$ cat src/rtl/sti_rx.sv
// sti_rx: serial-to-parallel receiver for the STI link.
// Reassembles 8/16/24/32-bit frames from a qualified serial stream, writes each
// completed byte to the 256-byte pixel memory, and zero-fills the remainder of
// that memory once the transmitter signals that no more frames will follow.
module sti_rx (
   input  logic        clk,
   input  logic        reset,
   input  logic        cfg_load,
   input  logic [1:0]  cfg_length,
   input  logic        cfg_msb,
   input  logic        si_data,
   input  logic        si_valid,
   input  logic        rx_end,
   output logic [31:0] po_data,
   output logic        po_valid,
   output logic        po_err,
   output logic        pixel_wr,
   output logic [7:0]  pixel_addr,
   output logic [7:0]  pixel_dataout,
   output logic        pixel_finish
);

   typedef enum logic [1:0] {
      IDLE   = 2'd0,
      RECV   = 2'd1,
      FILL   = 2'd2,
      FINISH = 2'd3
   } state_t;

   state_t      state;
   logic [1:0]  len_q;     // latched frame length code
   logic        msb_q;     // latched bit order
   logic [4:0]  cnt;       // index of the bit sampled on the next valid cycle
   logic [31:0] word_q;    // frame under assembly
   logic [7:0]  byte_q;    // byte under assembly
   logic        full;      // address 255 has been written at least once

   // A config load in IDLE takes effect for a frame starting on the same edge.
   logic [1:0]  len_eff;
   logic        msb_eff;
   logic [4:0]  bit_idx;
   logic [31:0] word_base;
   logic [31:0] word_nxt;
   logic [7:0]  byte_nxt;
   logic        byte_done;
   logic        frame_last;
   logic [7:0]  addr_nxt;
   logic        full_eff;

   assign len_eff   = (state == IDLE && cfg_load) ? cfg_length : len_q;
   assign msb_eff   = (state == IDLE && cfg_load) ? cfg_msb    : msb_q;

   // The first bit of a frame is always index 0 and starts from a cleared word.
   assign bit_idx   = (state == IDLE) ? 5'd0  : cnt;
   assign word_base = (state == IDLE) ? 32'd0 : word_q;

   // Last index of a frame is 8*(len+1)-1, i.e. {len, 3'b111}.
   assign byte_done  = (bit_idx[2:0] == 3'd7);
   assign frame_last = (bit_idx == {len_eff, 3'b111});

   // Address a write issued on this edge will target (the pending write, if
   // any, advances the address on the same edge).
   assign addr_nxt  = pixel_wr ? (pixel_addr + 8'd1) : pixel_addr;

   // A write to 255 completing on this edge counts as already full.
   assign full_eff  = full || (pixel_wr && (pixel_addr == 8'hFF));

   // Next word/byte values for the bit being sampled this cycle.
   always_comb begin
      word_nxt = word_base;
      if (msb_eff) begin
         word_nxt = {word_base[30:0], si_data};
      end else begin
         word_nxt[bit_idx] = si_data;
      end
      if (msb_eff) begin
         byte_nxt = {byte_q[6:0], si_data};
      end else begin
         byte_nxt = {si_data, byte_q[7:1]};
      end
   end

   // Receive/fill state machine with registered outputs and memory address.
   always_ff @(posedge clk or negedge reset) begin
      if (!reset) begin
         state         <= IDLE;
         len_q         <= 2'd0;
         msb_q         <= 1'b0;
         cnt           <= 5'd0;
         word_q        <= 32'd0;
         byte_q        <= 8'd0;
         full          <= 1'b0;
         po_data       <= 32'd0;
         po_valid      <= 1'b0;
         po_err        <= 1'b0;
         pixel_wr      <= 1'b0;
         pixel_addr    <= 8'd0;
         pixel_dataout <= 8'd0;
         pixel_finish  <= 1'b0;
      end else begin
         po_valid      <= 1'b0;
         po_err        <= 1'b0;
         pixel_wr      <= 1'b0;
         pixel_dataout <= 8'd0;

         // The address holds during the write cycle and advances afterwards.
         if (pixel_wr) begin
            pixel_addr <= pixel_addr + 8'd1;
            if (pixel_addr == 8'hFF) begin
               full <= 1'b1;
            end
         end

         case (state)
            IDLE: begin
               if (cfg_load) begin
                  len_q <= cfg_length;
                  msb_q <= cfg_msb;
               end
               if (si_valid) begin
                  word_q <= word_nxt;
                  byte_q <= byte_nxt;
                  cnt    <= 5'd1;
                  state  <= RECV;
               end else if (rx_end) begin
                  state  <= FILL;
               end
            end

            RECV: begin
               if (si_valid) begin
                  word_q <= word_nxt;
                  byte_q <= byte_nxt;
                  cnt    <= cnt + 5'd1;
                  if (byte_done) begin
                     pixel_wr      <= 1'b1;
                     pixel_dataout <= byte_nxt;
                  end
                  if (frame_last) begin
                     po_data  <= word_nxt;
                     po_valid <= 1'b1;
                     cnt      <= 5'd0;
                     state    <= IDLE;
                  end
               end else begin
                  // Dropped qualifier: discard the partial frame, keep po_data.
                  po_err <= 1'b1;
                  cnt    <= 5'd0;
                  state  <= IDLE;
               end
            end

            FILL: begin
               if (full_eff) begin
                  pixel_finish <= 1'b1;
                  state        <= FINISH;
               end else begin
                  pixel_wr      <= 1'b1;
                  pixel_dataout <= 8'h00;
                  if (addr_nxt == 8'hFF) begin
                     state <= FINISH;
                  end
               end
            end

            FINISH: begin
               pixel_finish <= 1'b1;
            end

            default: begin
               state <= IDLE;
            end
         endcase
      end
   end

endmodule

$ cat config.mk
export PLATFORM = sky130hd
export DESIGN_NAME = sti_rx
export DESIGN_NICKNAME = d
export VERILOG_FILES = /design/src/rtl/sti_rx.sv
export SDC_FILE = /design/constraint.sdc
export NUM_CORES = 1
export LEC_CHECK = 0
export ABC_AREA = 1
export BUFFER_PORTS_ARGS = -buffer_cell sky130_fd_sc_hd__buf_2
export CORE_MARGIN = 5
export CORE_UTILIZATION = 30
export CTS_BUF_LIST = sky130_fd_sc_hd__clkbuf_8 sky130_fd_sc_hd__clkbuf_16
export CTS_CLUSTER_SIZE = 14
export DETAILED_ROUTE_END_ITERATION = 8
export SLEW_MARGIN = 5
export SYNTH_ARGS = -nofsm -noshare
export SYNTH_HDL_FRONTEND = slang
export SYNTH_SLANG_ARGS = --single-unit
$ cat constraint.sdc
create_clock -name clk -period 2.4 [get_ports clk]
set_input_delay 0.24 -clock clk [delete_from_list [all_inputs] [get_ports clk]]
set_output_delay 0.24 -clock clk [all_outputs]
set_load 0.02 [all_outputs]
==> PnR_summary.wiki, run 1 <==
{| class="wikitable"
! Metric !! Value
|-
| Status || finished clean
|-
| Final worst path period need || 2.214 ns
|-
| Ratio of final minimum period to clock period || between 90 and 100%
|-
| Unique cell type count in the Yosys netlist || 31
|-
| Number of nets in the synthesized netlist || between 700 and 800
|-
| Max capacitance violation total || 0
|-
| Overall die width || 142.5 um
|-
| I/O Buffers || 60
|-
| Average size of a mapped cell || 7.495 um2
|-
| Overall overflow remaining after global route || 0
|-
| Growth of design area from synthesis to finish || 17.74%
|-
| Top-level I/O count || 61
|-
| Max Buffers Root-to-Sink || 2
|-
| Relative max-transition margin || 60.66%
|-
| Mux contribution to synthesized area || 0.7599%
|-
| Peak clock frequency supported by timing || between 400 and 500 MHz
|-
| Worst reg-to-reg setup slack || 0.19 ns
|-
| Crit Reg-Reg Endpoint || word_q[18]
|-
| Number of nets in the finished design || around 800
|-
| Worst-Skew Late Latency || about 0.35 ns
|-
| First drt pass iteration count || 5
|-
| Count of final hold-check violations || 0
|-
| Setup total negative slack || 0 ns
|-
| Number of storage elements in the synthesis netlist || 103
|-
| FF-to-FF Start || state[1]
|-
| Synthesis warning total || 0
|-
| Dpl cells || about 970
|-
| Via count || between 4,000 and 5,000
|-
| Proportion of layout cells with a drive suffix above 1 || ~16%
|-
| Final clock skew || 0.006983 ns
|-
| Number of antenna violations at the first check in global routing || 0
|-
| Post-synthesis cell area || 0.005269 mm2
|-
| Iteration-0 DRC count of the detailed router || 318
|-
| Startpoint Class || flop
|-
| Core box area || 0.01724 mm2
|-
| H-tree level count || 3
|-
| RSZ-0062 raised after global routing || no
|-
| Num rows || 48
|-
| Power Density || between 900 and 1000 mW/mm2
|-
| Number of sinks handled by clock tree synthesis || 103
|-
| Number of setup violations in the final report || 0
|-
| Number of fill cells || between 1,500 and 2,000
|-
| Die area || 0.02031 mm2
|-
| Worst setup path startpoint || state[1]
|-
| Post-placement setup slack || 0.03362 ns
|-
| Count of final max-slew check failures || 0
|-
| RePlAce Congestion || ~0.83
|-
| Critical Path RT || 2.68 ns
|-
| Routed WL || 13.34 mm
|-
| Placed wire-length estimate after detailed placement || 9.210 mm
|-
| Crit path setup slack, layout || 0.1860 ns
|-
| Largest family of logic cells by synthesized area || simple AND/OR/NAND/NOR gates
|-
| Post-synthesis share of cell area spent on full adders, half adders and majority gates || 1.662%
|-
| ANT cells || 0
|-
| CTS tree || yes
|-
| Number of buffers inserted during clock tree synthesis || 9
|-
| Most frequent standard cell in the layout excluding fill and tap cells || nand2_1
|-
| Fraction of the mapped netlist area in compound gates || 11.26%
|-
| Worst Max-Slew Pin Slew || 0.5894 ns
|-
| Proportion of synthesized flip-flops having asynchronous set or reset || 100.0%
|-
| Capture point of the critical path || word_q[18]
|-
| Die boundary height || 142.5 um
|-
| Parity-gate share of the synthesized area counting xor and xnor cells || less than 1%
|-
| Filler-free cell count of the finished design || just under 1,000
|-
| Clock transition at the registers of the reported paths || 0.07 ns
|-
| Share of synthesized area occupied by flip-flops and latches || 48.92%
|-
| Type of the worst setup path || reg2reg
|-
| Pin count of the biggest net entering global routing || 47
|-
| Wire length of the first global-routing pass || ~22 mm
|-
| Worst hold path type || in2reg
|-
| Post-route DRC violation count || 0
|-
| Global-route total usage across every layer || approximately 14%
|-
| Commonest non-fill, non-tap cells in the layout || 279 x nand2_1, 103 x dfrtp_1, 77 x o21ai_0
|-
| VDD IR max || 0.3926 mV
|-
| EDFF count, synth || 0
|-
| Power consumption || 6.131 mW
|-
| Synth Instances || 703
|-
| Number of nets with antenna violations after routing || 0
|-
| Vias in the first global route || ~4,500
|-
| Clk Tree Root Cell || clkbuf_16
|-
| Lkg Pwr || 3.082 nW
|-
| Maximum fanout along the worst path || 28
|-
| Top FF cell, synth || dfrtp_1
|-
| Via density || 4.538
|-
| Starting density of the core || 30.57%
|-
| Worst-case reg-to-reg path depth || 10
|-
| Sort of element at the end of the critical path || flop
|-
| Average wire length per cell after detail routing || 13.44 um
|-
| Crit path arrival time || 2.49 ns
|-
| Post-Synth Simple-Gate Area || 29.38%
|}
registers in the layout (all words and copies together), names as in the netlist:
register / count
len_q: 2
pixel_finish: 1
po_err: 1
cnt: 5
msb_q: 1
byte_q: 8
state: 2
po_valid: 1
pixel_dataout: 8
word_q: 32
po_data: 32
full: 1
pixel_addr: 8
pixel_wr: 1
layout make-up:
type | count | area, um2 | area share (%)
Multi-Input combinational cell | 507 | 2347 | 37.84
Timing Repair Buffer | 77 | 461.7 | 7.443
Timing Repair inverter | 2 | 12.51 | 0.2017
Sequential cell | 103 | 2577 | 41.55
Inverter | 62 | 246.5 | 3.973
Tap cell | 225 | 281.5 | 4.538
Clock inverter | 6 | 37.54 | 0.6051
Clock buffer | 10 | 239.0 | 3.852
metrics by stage:
step | instance area, um2 | hold slack (ns) | util, %
after global placement | 5831 | 0.2291 | 33.83
after CTS | 6121 | 0.1120 | 35.51
final | 6203 | 0.1256 | 35.99
after detailed placement | 5831 | 0.2303 | 33.83
after floorplan | 5269 | -0.05559 | -
after global routing | 6203 | 0.1272 | 35.99
cells in the mapped netlist (2+ instances only):
| cell type | n | area (um2) |
|---|---|---|
| o21ai_0 | 79 | 395.4 |
| o211ai_1 | 4 | 30.03 |
| buf_2 | 11 | 55.05 |
| nand3_1 | 31 | 155.2 |
| o21bai_1 | 3 | 22.52 |
| inv_2 | 3 | 11.26 |
| nor2_4 | 4 | 45.04 |
| nand4_1 | 3 | 18.77 |
| buf_6 | 4 | 45.04 |
| a31oi_1 | 8 | 50.05 |
| mux2i_1 | 4 | 40.04 |
| xor2_1 | 3 | 26.28 |
| inv_1 | 59 | 221.5 |
| nor2_1 | 56 | 210.2 |
| ha_1 | 7 | 87.58 |
| o21ai_1 | 7 | 35.03 |
| dfrtp_1 | 103 | 2577 |
| nand2_1 | 280 | 1051 |
| nor2_2 | 2 | 12.51 |
| a21oi_1 | 6 | 30.03 |
| clkbuf_1 | 15 | 56.30 |
| nor3_1 | 2 | 10.01 |
worst min-delay path by stage:
stage          startpoint          endpoint  slack [ns]  cells after the start
3_3_place_gp        reset  pixel_dataout[1]        0.23                      1
5_1_grt          si_valid            po_err        0.13                      2
2_1_floorplan       reset         byte_q[0]       -0.06                      0
6_report         si_valid            po_err        0.13                      2
3_5_place_dp        reset  pixel_dataout[1]        0.23                      1
4_1_cts          si_valid            po_err        0.11                      2
critical path, cell delays in order (launching register included):
cell	delay, ns
dfrtp_1	0.43
inv_1	0.10
ha_1	0.23
nand2_1	0.12
or2_1	0.26
o21ai_4	0.16
buf_6	0.29
nor2_1	0.07
a31oi_1	0.30
nand2_1	0.09
o21ai_0	0.08
cell families (layout without fill, tap and decap cells):
kind of cell | after synthesis | after routing
compound gates | 111 | 111
xor+xnor | 3 | 3
fa+ha+maj | 7 | 7
buf+inv | 93 | 157
flops | 103 | 103
mux | 4 | 4
simple gates | 382 | 382
layer usage:
layer  up-vias  wire, um  GRT usage, %
met5         -         0             0
met4         0       248         5.603
met3        15       491         2.117
met2        80      6036         21.29
met1      2070      6558         18.81
li1       2337         -             -
what timing repair did:
action,4_1_cts,5_1_grt
gates cloned,0,2
endpoints found under the hold margin,32,0
buffers inserted,0,2
resized for setup,1,21
endpoints found under the setup margin,1,52
hold buffers,1,0
report_power, final:
group | internal, mW | switching (mW) | total, mW
combinational | 0.770 | 1.70 | 2.47
clock | 0.729 | 0.660 | 1.39
sequential | 2.06 | 0.210 | 2.27
total | 3.56 | 2.57 | 6.13
Note: power is estimated with default switching activity, not from simulation.
==> run 2, diff against run 1 <==
==> constraint.sdc (replaced) <==
create_clock -name clk -period 2.4 [get_ports clk]
set_input_delay 0.12 -clock clk [delete_from_list [all_inputs] [get_ports clk]]
set_output_delay 0.12 -clock clk [all_outputs]
set_load 0.02 [all_outputs]
==> PnR_summary.wiki, run 2 (synthesis gave the netlist of run 1 again) <==
{| class="wikitable"
! Metric !! Value
|-
| Die area || 0.02031 mm2 (unchanged)
|-
| Number of setup violations in the final report || 0 (unchanged)
|-
| Vias in the first global route || 4,352 (was 4,486)
|-
| Master of the slowest instance on the critical path || dfrtp_1 (unchanged)
|-
| RSZ-0062 raised after global routing || yes (was no)
|-
| Switching fraction of total power || 42.06% (was 41.91%)
|-
| Startpoint Class || flop (unchanged)
|-
| Top-level I/O count || 61 (unchanged)
|-
| Relative max-transition margin || 60.86% (was 60.66%)
|-
| CTS tree || yes (unchanged)
|-
| Lkg Pwr || 3.065 nW (was 3.082 nW)
|-
| Num rows || 48 (unchanged)
|-
| Overall die width || 142.5 um (unchanged)
|-
| I/O Buffers || 60 (unchanged)
|-
| Number of buffers inserted during clock tree synthesis || 9 (unchanged)
|-
| Post-route DRC violation count || 0 (unchanged)
|-
| Internal power || 3.540 mW (was 3.561 mW)
|-
| Peak clock frequency supported by timing || 441.6 MHz (was 451.7 MHz)
|-
| Via count || 4,522 (was 4,502)
|-
| Commonest non-fill, non-tap cells in the layout || 280 x nand2_1, 103 x dfrtp_1, 77 x o21ai_0 (was 279 x nand2_1, 103 x dfrtp_1, 77 x o21ai_0)
|-
| Overall overflow remaining after global route || 0 (unchanged)
|-
| Count of final max-slew check failures || 0 (unchanged)
|-
| Via density || 4.568 (was 4.538)
|-
| Starting density of the core || 30.57% (unchanged)
|-
| Number of nets in the finished design || 777 (was 778)
|-
| Max capacitance violation total || 0 (unchanged)
|-
| Proportion of layout cells with a drive suffix above 1 || 14.64% (was 15.51%)
|-
| Core box area || 0.01724 mm2 (unchanged)
|-
| Critical Path RT || 2.68 ns (about the same)
|-
| Final clock skew || 0.01087 ns (was 0.006983 ns)
|-
| Clock transition at the registers of the reported paths || 0.07 ns (about the same)
|-
| Post-placement setup slack || 0.03357 ns (was 0.03362 ns)
|-
| First drt pass iteration count || 5 (unchanged)
|-
| H-tree level count || 3 (unchanged)
|-
| Crit-path most repeated cell || nand2_1 (unchanged)
|-
| Number of antenna violations at the first check in global routing || 0 (unchanged)
|-
| Sequential share of power || 37.1% (about the same)
|-
| Average wire length per cell after detail routing || 13.52 um (was 13.44 um)
|-
| Wire length of the first global-routing pass || 22.21 mm (was 22.44 mm)
|-
| Combinational cell fraction of total power || 40.9% (was 40.3%)
|-
| RePlAce Congestion || 0.8337 (was 0.8283)
|-
| Longest individual stage delay on the worst path || 0.42 ns (was 0.43 ns)
|-
| Final worst hold slack || 0.09790 ns (was 0.1256 ns)
|-
| Pin count of the biggest net entering global routing || 74 (was 47)
|-
| Crit path setup slack, layout || 0.1357 ns (was 0.1860 ns)
|-
| Max Buffers Root-to-Sink || 2 (unchanged)
|-
| Biggest registers after layout || po_data (32), word_q (32) (unchanged)
|-
| Routed WL || 13.38 mm (was 13.34 mm)
|-
| Most frequent standard cell in the layout excluding fill and tap cells || nand2_1 (unchanged)
|-
| Final worst path period need || 2.264 ns (was 2.214 ns)
|-
| Clk Tree Root Cell || clkbuf_16 (unchanged)
|-
| Sort of element at the end of the critical path || flop (unchanged)
|-
| Iteration-0 DRC count of the detailed router || 286 (was 318)
|-
| Placed wire-length estimate after detailed placement || 9.153 mm (was 9.210 mm)
|-
| Count of final hold-check violations || 0 (unchanged)
|-
| Power Density || 987.1 mW/mm2 (was 988.3 mW/mm2)
|-
| Status || finished clean (unchanged)
|-
| Ratio of final minimum period to clock period || 94.35% (was 92.25%)
|-
| Number of nets with antenna violations after routing || 0 (unchanged)
|-
| Global-route total usage across every layer || 13.33% (was 13.59%)
|-
| Worst Max-Slew Pin Slew || 0.5864 ns (was 0.5894 ns)
|-
| Maximum fanout along the worst path || 24 (was 28)
|-
| Worst-Skew Late Latency || 0.34 ns (was 0.35 ns)
|-
| VDD IR max || 0.4339 mV (was 0.3926 mV)
|-
| Growth of design area from synthesis to finish || 17.48% (was 17.74%)
|-
| ANT cells || 0 (unchanged)
|-
| Total net switching power || 2.570 mW (about the same)
|-
| Worst hold path type || in2reg (unchanged)
|-
| Type of the worst setup path || reg2reg (unchanged)
|-
| Die boundary height || 142.5 um (unchanged)
|-
| Number of sinks handled by clock tree synthesis || 103 (unchanged)
|-
| Crit path arrival time || 2.55 ns (was 2.49 ns)
|-
| Cell-by-cell listing of the critical path || inv_1, ha_1, buf_12, nor2_1, nor2_1, nand2_1, inv_1, nand2_1, nand2_1, o21ai_0, o21ai_1, nand2_1, nand2_1 (was inv_1, ha_1, nand2_1, or2_1, o21ai_4, buf_6, nor2_1, a31oi_1, nand2_1, o21ai_0)
|-
| Proportion of power drawn by the clock network || 22.0% (was 22.7%)
|}
==> run 2: cell count changes in the layout (fill, tap and decap cells not counted), sizes merged <==
| cell | change |
|---|---|
| dlygate4sd3 | +1 |
| buf | -1 |
| clkbuf | -1 |
| clkinvlp | +1 |
| inv | -2 |
==> run 2: per-layer routing <==
metal | part of all wire [%] | wire (um) | vias to the layer above | GRT usage, %
li1 | - | - | 2340 | -
met1 | 50 | 6639 | 2100 | 18.83
met2 | 46 | 6148 | 76 | 21.12
met3 | 3.4 | 458 | 6 | 2.151
met4 | 1.0 | 134 | 0 | 3.902
met5 | 0 | 0 | - | 0
==> run 2: repair_timing <==
item	CTS	global route
buffers inserted	0	2
resized for setup	0	17
hold buffers	2	0
setup endpoints to repair	0	46
endpoints found under the hold margin	31	0
==> run 2: worst max-delay path, delay by kind of cell (launching register included) <==
family                     cells  cell delay [ns]
adders and majority gates      1             0.24
AOI/OAI and AO/OA              2             0.26
and+or+nand+nor                7             0.84
DFF                            1             0.42
buffers and inverters          3             0.43
==> run 2: area by class of cell <==
type / count / area (um2)
Timing Repair Buffer: 77 / 476.7
Clock buffer: 9 / 225.2
Sequential cell: 103 / 2577
Inverter: 62 / 250.2
Timing Repair inverter: 1 / 7.507
Fill cell: 1804 / 11050
Multi-Input combinational cell: 507 / 2333
Clock inverter: 6 / 37.54
Tap cell: 225 / 281.5
==> run 2: stage by stage <==
stage               instances  setup TNS (ns)  util [%]  total power, mW  area, um2
CTS                       987               0     35.42            6.046       6106
global placement          970               0     33.78            4.662       5823
global route              990         -0.1401     35.91            6.614       6190
finish                    990               0     35.91            6.110       6190
floorplan                 703               0         -            3.967       5269
detailed placement        970               0     33.78            4.679       5823
==> run 2: path summary, 6_finish.rpt <==
| path | start | end | slack [ns] | depth (start not counted) |
|---|---|---|---|---|
| max reg2reg | state[1] | word_q[2] | 0.14 | 13 |
| min reg2reg | po_data[15] | po_data[15] | 0.47 | 2 |
| max in group asynchronous | reset | word_q[5] | 1.41 | 3 |
| max | state[1] | word_q[2] | 0.14 | 13 |
| min in group asynchronous | reset | pixel_dataout[1] | 0.26 | 2 |
| min | cfg_length[1] | len_q[1] | 0.1 | 3 |
==> run 2: power groups by stage <==
stage	Clock, mW	Sequential (mW)	Combinational (mW)
finish	1.35	2.27	2.50
global route	1.45	2.32	2.84
CTS	1.39	2.27	2.39
detailed placement	0	2.30	2.38
global placement	0	2.29	2.37
floorplan	0	2.31	1.65
